<file path="config.mk">
export PLATFORM = sky130hd
export DESIGN_NAME = commit_arbiter
export DESIGN_NICKNAME = d
export VERILOG_FILES = /design/src/rtl/VX_gpu_pkg.sv /design/src/rtl/rr_lock_arbiter.sv /design/src/rtl/commit_arbiter.sv
export SDC_FILE = /design/constraint.sdc
export NUM_CORES = 1
export LEC_CHECK = 0
export ABC_AREA = 1
export CAP_MARGIN = 20
export CORE_AREA = 2 2 468 470
export CTS_CLUSTER_DIAMETER = 40
export DETAILED_ROUTE_END_ITERATION = 12
export DIE_AREA = 0 0 470 472
export GPL_ROUTABILITY_DRIVEN = 0
export GPL_TIMING_DRIVEN = 0
export PLACE_DENSITY = 0.3
export SYNTH_ARGS = -nofsm -noshare
export SYNTH_HDL_FRONTEND = slang
export SYNTH_SLANG_ARGS = --single-unit
</file>
<file path="constraint.sdc">
create_clock -name clk -period 9.9 [get_ports clk]
set_input_delay 1.98 -clock clk [delete_from_list [all_inputs] [get_ports clk]]
set_output_delay 1.98 -clock clk [all_outputs]
set_load 0.005 [all_outputs]
</file>
<file path="src/rtl/VX_gpu_pkg.sv">
// VX_gpu_pkg: commit beat format shared by gather, commit arbitration and writeback,
// plus the thread-mask popcount used by the performance counters.
package VX_gpu_pkg;

    localparam int NUM_THREADS = 4;
    localparam int NUM_WARPS   = 4;
    localparam int XLEN        = 32;
    localparam int NR_BITS     = 5;
    localparam int UUID_WIDTH  = 44;
    localparam int NW_WIDTH    = (NUM_WARPS > 1) ? $clog2(NUM_WARPS) : 1;
    localparam int PID_WIDTH   = 1;
    localparam int RRS_WIS_W   = 2;
    localparam int TCNT_W      = $clog2(NUM_THREADS + 1);

    typedef struct packed {
        logic [UUID_WIDTH-1:0]       uuid;
        logic [NW_WIDTH-1:0]         wid;
        logic [NUM_THREADS-1:0]      tmask;
        logic [XLEN-1:0]             pc;
        logic                        wb;
        logic [NR_BITS-1:0]          rd;
        logic [NUM_THREADS*XLEN-1:0] data;
        logic [PID_WIDTH-1:0]        pid;
        logic                        sop;
        logic                        eop;
        logic [RRS_WIS_W-1:0]        rrs_id;
    } commit_data_t;

    function automatic logic [TCNT_W-1:0] tmask_popcount(input logic [NUM_THREADS-1:0] m);
        logic [TCNT_W-1:0] c;
        c = '0;
        for (int i = 0; i < NUM_THREADS; i++) c = c + TCNT_W'(m[i]);
        return c;
    endfunction

endpackage

</file>
<file path="src/rtl/rr_lock_arbiter.sv">
// rr_lock_arbiter: round-robin arbiter that holds its grant for the whole of a multi-beat packet.
// Payload-agnostic: the caller reports each accepted beat and whether it closed the packet.
module rr_lock_arbiter #(
    parameter int N     = 4,
    parameter int IDX_W = (N > 1) ? $clog2(N) : 1
) (
    input  logic             clk,
    input  logic             reset,
    input  logic [N-1:0]     req,
    input  logic             accept,
    input  logic             last,
    output logic             grant_valid,
    output logic [IDX_W-1:0] grant
);

    typedef enum logic {IDLE, LOCKED} state_e;

    state_e           state_q, state_d;
    logic [IDX_W-1:0] lock_idx_q, lock_idx_d;
    logic [IDX_W-1:0] rr_ptr_q, rr_ptr_d;
    logic [IDX_W-1:0] cand;

    // Scan downward so the candidate closest to rr_ptr is the one left standing.
    always_comb begin
        grant_valid = 1'b0;
        grant       = rr_ptr_q;
        cand        = '0;
        if (state_q == LOCKED) begin
            grant       = lock_idx_q;
            grant_valid = req[lock_idx_q];
        end else begin
            for (int k = N - 1; k >= 0; k--) begin
                cand = IDX_W'((int'(rr_ptr_q) + k) % N);
                if (req[cand]) begin
                    grant_valid = 1'b1;
                    grant       = cand;
                end
            end
        end
    end

    always_comb begin
        state_d    = state_q;
        lock_idx_d = lock_idx_q;
        rr_ptr_d   = rr_ptr_q;
        if (accept) begin
            state_d    = last ? IDLE : LOCKED;
            lock_idx_d = grant;
            rr_ptr_d   = last ? IDX_W'((int'(grant) + 1) % N) : rr_ptr_q;
        end
    end

    always_ff @(posedge clk or negedge reset) begin
        if (!reset) begin
            state_q    <= IDLE;
            lock_idx_q <= '0;
            rr_ptr_q   <= '0;
        end else begin
            state_q    <= state_d;
            lock_idx_q <= lock_idx_d;
            rr_ptr_q   <= rr_ptr_d;
        end
    end

endmodule

</file>
<file path="src/rtl/commit_arbiter.sv">
// commit_arbiter: merges per-unit commit streams into one registered writeback stream,
// never interleaving packets, and counts committed instructions and active threads.
module commit_arbiter
    import VX_gpu_pkg::*;
#(
    parameter  int NUM_REQS = 4,
    parameter  int CTR_W    = 44,
    localparam int GRANT_W  = (NUM_REQS > 1) ? $clog2(NUM_REQS) : 1
) (
    input  logic               clk,
    input  logic               reset,
    input  logic [NUM_REQS-1:0] in_valid,
    input  commit_data_t       in_data [NUM_REQS],
    output logic [NUM_REQS-1:0] in_ready,
    output logic               out_valid,
    output commit_data_t       out_data,
    input  logic               out_ready,
    output logic [GRANT_W-1:0] out_grant,
    output logic [CTR_W-1:0]   instr_count,
    output logic [CTR_W-1:0]   thread_count
);

    logic               grant_valid, can_load, in_fire, out_fire;
    logic [GRANT_W-1:0] grant;
    logic               out_valid_q, out_valid_d;
    commit_data_t       out_data_q, out_data_d;
    logic [GRANT_W-1:0] out_grant_q, out_grant_d;
    logic [CTR_W-1:0]   instr_count_q, instr_count_d;
    logic [CTR_W-1:0]   thread_count_q, thread_count_d;

    rr_lock_arbiter #(
        .N     (NUM_REQS),
        .IDX_W (GRANT_W)
    ) u_arb (
        .clk         (clk),
        .reset       (reset),
        .req         (in_valid),
        .accept      (in_fire),
        .last        (in_data[grant].eop),
        .grant_valid (grant_valid),
        .grant       (grant)
    );

    // Gating with reset keeps every in_ready low while reset is held.
    always_comb begin
        can_load = reset & (~out_valid_q | out_ready);
        in_fire  = grant_valid & can_load;
        out_fire = out_valid_q & out_ready;
        in_ready = '0;
        for (int g = 0; g < NUM_REQS; g++) in_ready[g] = in_fire & (grant == GRANT_W'(g));
        out_valid_d    = in_fire | (out_valid_q & ~out_ready);
        out_data_d     = in_fire ? in_data[grant] : out_data_q;
        out_grant_d    = in_fire ? grant : out_grant_q;
        instr_count_d  = instr_count_q + CTR_W'(out_fire & out_data_q.eop);
        thread_count_d = thread_count_q + (out_fire ? CTR_W'(tmask_popcount(out_data_q.tmask)) : '0);
    end

    always_ff @(posedge clk or negedge reset) begin
        if (!reset) begin
            out_valid_q    <= 1'b0;
            out_data_q     <= '0;
            out_grant_q    <= '0;
            instr_count_q  <= '0;
            thread_count_q <= '0;
        end else begin
            out_valid_q    <= out_valid_d;
            out_data_q     <= out_data_d;
            out_grant_q    <= out_grant_d;
            instr_count_q  <= instr_count_d;
            thread_count_q <= thread_count_d;
        end
    end

    assign out_valid    = out_valid_q;
    assign out_data     = out_data_q;
    assign out_grant    = out_grant_q;
    assign instr_count  = instr_count_q;
    assign thread_count = thread_count_q;

endmodule
</file>
==> results.sh <==
export IMPL_syn_instance_count=3871
export IMPL_cts_tree="built"
export IMPL_port_buffers=1206
export IMPL_cts_root_buf="clkbuf_16"
export IMPL_floorplan_die_area_um2=222000
export IMPL_ctsHoldBuffers=0
export IMPL_coreArea_um2=217000
export IMPL_irDropWorstVdd_mv=0.165
export IMPL_drt_iter0_markers=1545
export IMPL_fin_nets=6091
export IMPL_fin_setup_tns_ns=0
export IMPL_crit_path_frequent_cell="nand2_1"
export IMPL_hpwlAfterDp_um=173000
export IMPL_hold_ws_ns=0.472
export IMPL_powerDensity_nw_per_um2=353
export IMPL_crit_slowest_cell="clkdlybuf4s50_1"
export IMPL_max_slew_worst_pin_slew_ns=0.923
export IMPL_yosysMostFrequentCell="nand2_1"
export IMPL_drive_gt1_share_pct=6.71
export IMPL_cts_num_sinks=315
export IMPL_synth_edf_count=0
export IMPL_maxCapViolCount=0
export IMPL_first_global_vias=29915
export IMPL_wl_per_cell_um=24.6
export IMPL_synth_avg_cell_area_um2=5.94
export IMPL_finClkSkew_ns=0.0807
export IMPL_slew_headroom_pct=38.5
export IMPL_overflow=0
export IMPL_synth_area_leaders="dfrtp_1, nand2_1, inv_1"
export IMPL_synth_top_area_share_pct=34.3
export IMPL_post_cts_setup_buffers=0
export IMPL_synth_common_cells="nand2_1, inv_1, dfrtp_1"
export IMPL_critPathMaxFanout=11
export IMPL_start_util_pct=10.6
export IMPL_grt_pass1_wl_um=263000
export IMPL_worstPathRequired_ns=7.92
export IMPL_yosysSeqAreaShare_pct=34.3
export IMPL_viasPerCell=3.58
export IMPL_drc=0
export IMPL_area_growth_pct=85.2
export IMPL_synth_warning_count=0
export IMPL_cp_cell_sequence="clkdlybuf4s50_1 -> inv_1 -> o21ai_1 -> nand2_1 -> nand2_1 -> a21oi_1 -> nand2_1 -> nand2_2 -> inv_2 -> clkbuf_2 -> ha_1 -> inv_1 -> nor2_1 -> clkdlybuf4s50_1"
export IMPL_cts_buffers=100
export IMPL_die_w_um=470
export IMPL_detail_route_first_pass_iterations=5
export IMPL_async_flop_share_pct=100
export IMPL_dieHeight_um=472
export IMPL_status="finished, final reports clean"
export IMPL_crit_buf_inv=6
export IMPL_critPathLaunchType="input port"
export IMPL_worst_path_dominant_cell_family="buffers and inverters"
export IMPL_yosysTopAreaCell="dfrtp_1"
export IMPL_layout_worst_path_cycle_share_pct=75.0
export IMPL_antenna_found_initial=115
export IMPL_vias=29237
export IMPL_ctsResizeCount=0
export IMPL_io_pins=1207
export IMPL_clkLatencyLatePin_ns=0.74
export IMPL_clk_pin_slew_ns=0.04
export IMPL_grt_usage_pct=17.5
export IMPL_p_leak_nw=21.7
export IMPL_fin_crit_ns=7.43
export IMPL_path_class="input port to output port"
export IMPL_grt_max_degree=89
export IMPL_synth_main_ff_cell="dfrtp_1"
export IMPL_setup_viol=0
export IMPL_yosysUniqueCellTypes=33
export IMPL_ctsHtreeMaxLevel=3
export IMPL_clk_path_buf_depth=3
export IMPL_synth_seq_cells=315
export IMPL_rsz0062_at_grt="no"
export IMPL_routed_wl_um=201000
export IMPL_worstSetupEndpointType="output port"
export IMPL_syn_area_um2=23000
export IMPL_syn_num_nets=4775
export IMPL_antenna_left=0
export IMPL_rows=171
export IMPL_slew_viol_final=0
export IMPL_cp_arrival_ns=5.45
export IMPL_hold_viol_final=0
export IMPL_min_path_type="register to register"
export IMPL_slowest_delay_ns=0.72
export IMPL_max_freq_mhz=135
-- where the power goes --
part | switching [mW] | internal, mW | total [mW]
clock network | 1.09 | 2.43 | 3.51
logic | 6.48 | 2.94 | 9.42
registers | 0.332 | 1.77 | 2.10
-- worst register-to-register path: cells and delay by family (launching register included) --
| kind | cells | cell delay [ns] |
|---|---|---|
| AOI/OAI and AO/OA | 1 | 0.32 |
| xor gates and xnor gates | 1 | 0.11 |
| adders and majority gates | 4 | 1.45 |
| buffers and inverters | 4 | 0.32 |
| DFF | 1 | 0.77 |
| and+or+nand+nor | 7 | 1.48 |
-- cells by family (layout without fill, tap and decap cells) --
family                     count (synthesis)  in the layout  share of synthesized area, %
AOI/OAI and AO/OA                        238            238                          5.23
DFF                                      315            315                          34.3
and+or+nand+nor                         2270           2270                          39.4
xor gates and xnor gates                  85             85                          3.24
adders and majority gates                 13             13                         0.773
other                                      0             39                             0
buffers and inverters                    950           2352                          17.1
-- layout make-up --
cell class | instances | area [um2]
well taps | 2854 | 3570
inverters | 753 | 2830
fillers | 25130 | 174000
diodes | 39 | 97.6
clock inverters | 61 | 938
flip-flops and latches | 315 | 7880
clock buffers | 127 | 2750
multi-input cells | 2606 | 11200
plain buffers | 197 | 1100
repair buffers | 1214 | 12200
-- through the flow --
step                instances  setup slack [ns]  power, mW  cell area, um2  util, %
floorplan                3871              4.59       6.46           23000        -
global placement         7931            -11.23       11.9           38600     17.8
detailed placement       7939              2.25       11.9           38800     17.9
CTS                      8127              2.24       15.5           42500     19.6
global route             8136              2.12       16.3           42500     19.6
finish                   8166              2.47       15.0           42500     19.7
-- sequential cells by signal (all words and copies together), names as in the netlist --
name,cells
out_data,221
u_arb.rr_ptr_q,2
instr_count,44
u_arb.lock_idx_q,2
u_arb.state_q,1
thread_count,44
out_valid,1
-- per-layer routing --
metal / track usage (%) / up-vias / routed length [um]
met5: 0 / - / 410
met4: 4.43 / 68 / 4570
met3: 7.64 / 272 / 21800
met2: 28.8 / 1198 / 92100
met1: 20.8 / 13549 / 82000
li1: - / 14150 / -
-- layout by cell type, fill, tap and decap left out, drive strengths merged --
cell type and n:
nand2 1885, clkdlybuf4s50 1205, inv 754, dfrtp 315, nand3 256, o21ai 231
buf 180, clkbuf 153, xor2 64, nor2 52, diode 39, clkinv 37
nor3 33, nand4 30, xnor2 21, bufinv 18, ha 11, nor4 10
clkinvlp 5, a21oi 4, o211ai 2, fa 2, nor3b 2, a31oi 1
nand2b 1, or4 1
-- worst paths after layout --
check,startpoint,endpoint,slack [ns],depth (start not counted)
setup / recovery,in_valid[1],in_ready[1],2.47,14
hold / removal,out_data[215]$_DFFE_PN0P_,out_data[215]$_DFFE_PN0P_,0.47,2
setup reg to reg,out_data[174]$_DFFE_PN0P_,thread_count[42]$_DFF_PN0_,5.32,17
hold reg to reg,out_data[215]$_DFFE_PN0P_,out_data[215]$_DFFE_PN0P_,0.47,2
max in group asynchronous,reset,out_data[31]$_DFFE_PN0P_,7.12,3
min in group asynchronous,reset,instr_count[14]$_DFF_PN0_,1.28,1
(Power assumes the default switching activity.)
